--- src/rtl/sram_req_ctrl.sv ---
// sram_req_ctrl: valid/ready request/response front end for one single-port masked sync-read SRAM macro.
// Define SRAM_REQ_CTRL_INIT_CLEAR_EN to zero-fill the array after reset before any request is accepted.
module sram_req_ctrl #(
    parameter int DEPTH  = 128,
    parameter int ADDR_W = 7,
    parameter int DATA_W = 20,
    parameter int MASK_W = 4
) (
    input  logic              clock,
    input  logic              reset_n,
    input  logic              req_valid,
    output logic              req_ready,
    input  logic              req_write,
    input  logic [ADDR_W-1:0] req_addr,
    input  logic [MASK_W-1:0] req_wmask,
    input  logic [DATA_W-1:0] req_wdata,
    output logic              resp_valid,
    input  logic              resp_ready,
    output logic [DATA_W-1:0] resp_data,
    output logic              init_done,
    output logic              sram_en,
    output logic              sram_wmode,
    output logic [ADDR_W-1:0] sram_addr,
    output logic [MASK_W-1:0] sram_wmask,
    output logic [DATA_W-1:0] sram_wdata,
    input  logic [DATA_W-1:0] sram_rdata
);
    logic              init_active;
    logic [ADDR_W-1:0] init_addr;
    logic              rd_inflight, hold_valid, read_ok, fire;
    logic [DATA_W-1:0] hold_data;

    if (DEPTH > (1 << ADDR_W) || DATA_W % MASK_W != 0) begin : g_param_check
        $error("sram_req_ctrl: DEPTH must fit ADDR_W and DATA_W must divide evenly by MASK_W");
    end

`ifdef SRAM_REQ_CTRL_INIT_CLEAR_EN
    typedef enum logic [1:0] {IDLE, INIT, RUN} state_t;
    state_t state, state_next;

    always_ff @(posedge clock or negedge reset_n) begin
        if (!reset_n) begin
            state     <= IDLE;
            init_addr <= '0;
        end else begin
            state <= state_next;
            if (state == INIT) init_addr <= init_addr + ADDR_W'(1);
        end
    end

    always_comb begin
        state_next  = state == IDLE ? INIT :
                      (state == INIT && init_addr == ADDR_W'(DEPTH - 1)) ? RUN : state;
        init_active = state == INIT;
        init_done   = state == RUN;
    end
`else
    logic done_q;

    always_ff @(posedge clock or negedge reset_n) begin
        if (!reset_n) done_q <= 1'b0;
        else done_q <= 1'b1;
    end

    assign init_active = 1'b0;
    assign init_addr   = '0;
    assign init_done   = done_q;
`endif

    // A read may only issue when its response has somewhere to go next cycle.
    assign read_ok    = init_done & ~hold_valid & ~(rd_inflight & ~resp_ready);
    assign req_ready  = init_done & (req_write | read_ok);
    assign fire       = req_valid & req_ready;
    assign sram_en    = init_active | fire;
    assign sram_wmode = init_active | req_write;
    assign sram_addr  = init_active ? init_addr : req_addr;
    assign sram_wmask = init_active ? '1 : req_wmask;
    assign sram_wdata = init_active ? '0 : req_wdata;
    assign resp_valid = hold_valid | rd_inflight;
    assign resp_data  = hold_valid ? hold_data : sram_rdata;

    // Capture happens on the same edge as any write accepted during the stall, so the held data is pre-write.
    always_ff @(posedge clock or negedge reset_n) begin
        if (!reset_n) begin
            rd_inflight <= 1'b0;
            hold_valid  <= 1'b0;
            hold_data   <= '0;
        end else begin
            rd_inflight <= fire & ~req_write;
            if (rd_inflight & ~resp_ready) begin
                hold_valid <= 1'b1;
                hold_data  <= sram_rdata;
            end else if (resp_ready) begin
                hold_valid <= 1'b0;
            end
        end
    end
endmodule

--- config.mk ---
export PLATFORM = sky130hd
export DESIGN_NAME = sram_req_ctrl
export DESIGN_NICKNAME = d
export VERILOG_FILES = /design/src/rtl/sram_req_ctrl.sv
export SDC_FILE = /design/constraint.sdc
export NUM_CORES = 1
export LEC_CHECK = 0
export CAP_MARGIN = 20
export CORE_MARGIN = 8
export CORE_UTILIZATION = 36
export CTS_CLUSTER_SIZE = 8
export DETAILED_ROUTE_END_ITERATION = 8
export GPL_TIMING_DRIVEN = 1
export PLACE_DENSITY = 0.86
export SETUP_SLACK_MARGIN = 0.3
export SYNTH_ARGS = -nofsm -noshare
export SYNTH_HDL_FRONTEND = slang
export SYNTH_SLANG_ARGS = --single-unit
--- constraint.sdc ---
create_clock -name clock -period 3.1 [get_ports clock]
set_clock_uncertainty 0.15 [all_clocks]
set_input_delay 0.62 -clock clock [delete_from_list [all_inputs] [get_ports clock]]
set_output_delay 0.62 -clock clock [all_outputs]
set_load 0.005 [all_outputs]
# Word level (Yosys, flattened, before mapping)
# Cells that the tools add are included.
# totals
input_bits	56
reg_bits	23
elab_cells	20
out_inout_bits	56
# op_classes
muxes	3
bitwise	12
n_reduce_logical	1
# ops
operator	count
20-bit two-way mux	1
1-bit AND	6
1-bit NOT	4
1-bit two-way mux	2
1-bit OR	2
2-bit nonzero test	1

# Logic depth before layout (Yosys ltp)
# depth
ltp_word	8
mapped_depth	4
mapped_depth_nobuf	2

# Least setup slack after synthesis
# OpenSTA, ideal clock, no wires.
# synth_timing
kind	input -> output
startpoint	in resp_ready
endpoint	out sram_en
required_time_ns	2.330
path_stages	4
t_arrival_ns	1.231
path_slack_ns	1.099
n_path_buf	2
path_cell_list	nand2b_4 buf_6 buf_12 o2111a_1
# synth_via
elab_chain_cells	7
# synth_rtl
element	line	text
start, declared	18	input logic resp_ready,
1-bit NOT	71	assign read_ok = init_done & ~hold_valid & ~(rd_inflight & ~resp_ready);
1-bit AND	71	
1-bit NOT	71	
1-bit AND	71	
1-bit OR	72	assign req_ready = init_done & (req_write | read_ok);
1-bit AND	72	
1-bit AND	73	assign fire = req_valid & req_ready;
end, declared	21	output logic sram_en,
# Every way passes these cells.

# Worst setup path in the final report
# Same ends and word-level chain as after synthesis.

==> qor.yml <==
route:
  wirelength_mm: 3.351
  dr.pass1.iters: 2
  ant_nets: 0
  num_vias: 869
  dr.first_iter.drc_count: 35
  routedWlPerCell_um: 18.83
  viasPerCell: 4.882
  drcViolationCount: 0
global_routing:
  grt_pass1_wl_mm: 5.016
  grt_pass1_vias: 980
  antenna_found_initial: 0
  grt_max_degree: 25
  grt_usage_pct: 9.993
  overflow: 0
setup_path:
  slowest_stage: "clkdlybuf4s50_1"
  crit_type: "in2out"
  cp_data_arrival_time_ps: 1910
  startpoint_type: "input port"
  worstPathCellList: "clkdlybuf4s50_1 > nand2b_4 > o2111a_1 > clkdlybuf4s50_1"
  critPathRequiredTime_ps: 2330
  path_max_fanout: 3
  cp_num_buf_inv: 2
  cp_slowest_stage_delay_ps: 500
  critPathMostFrequentCell: "clkdlybuf4s50_1"
  crit_family: "buffers and inverters"
  cp-end-kind: "output port"
final_layout:
  layout_commonest_cell: "clkdlybuf4s50_1"
  postLayoutCoreUtil_pct: 44.96
  drive_above_1_share_pct: 39.06
  num-fill-cells: 358
  layout_common_cells: "clkdlybuf4s50_1, mux2_2, dfrtp_1"
  nNetsFinal: 185
  diodes: 0
  stdcell_count: 178
  fin_area_um2: 1785
  syn2layout_area_growth_pct: 21.55
logic_synthesis:
  ys_seq_area_share_pct: 39.18
  ys_ff_latch: 23
  yosys_warnings: 0
  yosys.area.top_type: "dfrtp_1"
  yosys.area.top_type_share_pct: 39.18
  synth_area_leaders: "dfrtp_1, mux2_2, mux2_4"
  avgSynthCellArea_um2: 13.35
  syn-cell-area_um2: 1469
  syn_inst: 110
  yosysUniqueCellTypes: 17
  synth_fp_nets: 166
clock_network:
  cts_buffers: 3
  cts_tree: "built"
  clock-root-buffer: "clkbuf_8"
  cts_max_level: 1
  cts.sinks: 23
  post_cts_buffers: 0
  clkLatencyLatePin_ps: 260
  cts.clk_slew.worst_paths_ps: 80
  clk_path_buf_depth: 2
  cts_hold_buf: 0
power_and_ir_drop:
  power.total_uw: 804.0
  p_leak_nw: 0.7937
  powerDensity_nw_per_um2: 450.3
  peakVddDrop_v: 0.0001827
sta:
  slew_headroom_pct: 64.63
  clock.fmax_mhz: 372.8
  finalHoldViolations: 0
  finalCritPeriodShare_pct: 86.54
  finalSetupTns_ps: 0
  setup_viol: 0
  finalCriticalPeriod_ps: 2683
  rsz0062_at_grt: "false"
  tightestPinTransition_ps: 530.6
  slew_violations: 0
die:
  dieArea_um2: 6380
  fp.coreArea_um2: 3971
  ios: 112
  die_height_um: 79.88
  start_util_pct: 36.99
  die_w_um: 79.88
  num_rows: 23
worst_hold_path:
  hold_class: "reg2reg"
place:
  port_buffers: 49
  post-place-cells: 174
  dpl.hpwl_mm: 2.535
  dpl_cell_area_um2: 1735
  gp_congestion: 0.6770
flow_run:
  maxCapViolations: 0
outcome:
  status: "finished clean"
[per-layer routing]
layer	up-vias	global-route usage [%]	part of all wire (%)
met5	-	0	0
met4	0	7.636	4.2
met3	26	2.027	8.1
met2	40	17.28	53
met1	425	10.41	35
li1	378	-	-
[cell type report]
type	instances	area [um^2]	area share, %
sequential	23	576.8	32.31
multi-input combinational	50	591.8	33.15
clock buffer	3	41.29	2.313
timing repair buffer	51	508.0	28.45
clock inverter	1	5.005	0.2803
tap	50	62.56	3.504
[final timing paths]
| kind | endpoint | slack [ps] | cells past startpoint | start |
|---|---|---|---|---|
| worst max-delay path | sram_en | 420 | 4 | resp_ready |
| worst min-delay path | hold_data[5]$_DFFE_PN0P_ | 360 | 1 | hold_data[5]$_DFFE_PN0P_ |
| worst max register to register | hold_data[6]$_DFFE_PN0P_ | 1600 | 3 | rd_inflight$_DFF_PN0_ |
| worst min register to register | hold_data[5]$_DFFE_PN0P_ | 360 | 1 | hold_data[5]$_DFFE_PN0P_ |
| max in group asynchronous | hold_valid$_DFFE_PN0P_ | 1960 | 2 | reset_n |
| min in group asynchronous | rd_inflight$_DFF_PN0_ | 580 | 2 | reset_n |
[metrics by stage]
step	setup slack (ps)	hold WS, ps
6_report	417.3	356.3
4_1_cts	317.6	358.5
2_1_floorplan	1099	174.4
3_3_place_gp	368.2	332.2
3_5_place_dp	310.1	340.1
5_1_grt	383.8	375.8
[sequential cells by signal, summed over array words and instances, names as in the netlist]
register,cells
rd_inflight,1
hold_valid,1
init_done,1
hold_data,20
[cells in the mapped netlist]
cell / number
or2_2: 1
nand2b_1: 1
conb_1: 1
buf_6: 1
dfrtp_1: 23
nor2b_1: 1
mux2_4: 17
nand2b_4: 1
buf_2: 2
buf_4: 32
nor4b_1: 1
and2b_2: 1
buf_12: 2
nand2_1: 1
mux2_2: 23
a22o_1: 1
o2111a_1: 1
[repair_timing]
item	in CTS	in global routing
gates cloned	0	0
endpoints found under the setup margin	23	1
resized for setup	1	1
[report_power, final]
part	internal, mW	leakage, nW	switching (mW)
sequential	0.359	0.277	0.0371
clock	0.0895	0.0255	0.0946
combinational	0.167	0.491	0.0572
total	0.615	0.794	0.189
[logic make-up (layout without fill, tap and decap cells)]
| kind of cell | count (synthesis) | after routing | share of synthesized area [%] |
|---|---|---|---|
| DFF | 23 | 23 | 39.18 |
| and+or+nand+nor | 7 | 7 | 3.663 |
| other | 1 | 1 | 0.2553 |
| muxes | 40 | 40 | 35.01 |
| AOI/OAI and AO/OA | 2 | 2 | 1.363 |
| buffers and inverters | 37 | 55 | 20.53 |
Power figures use the tool's default switching activity.
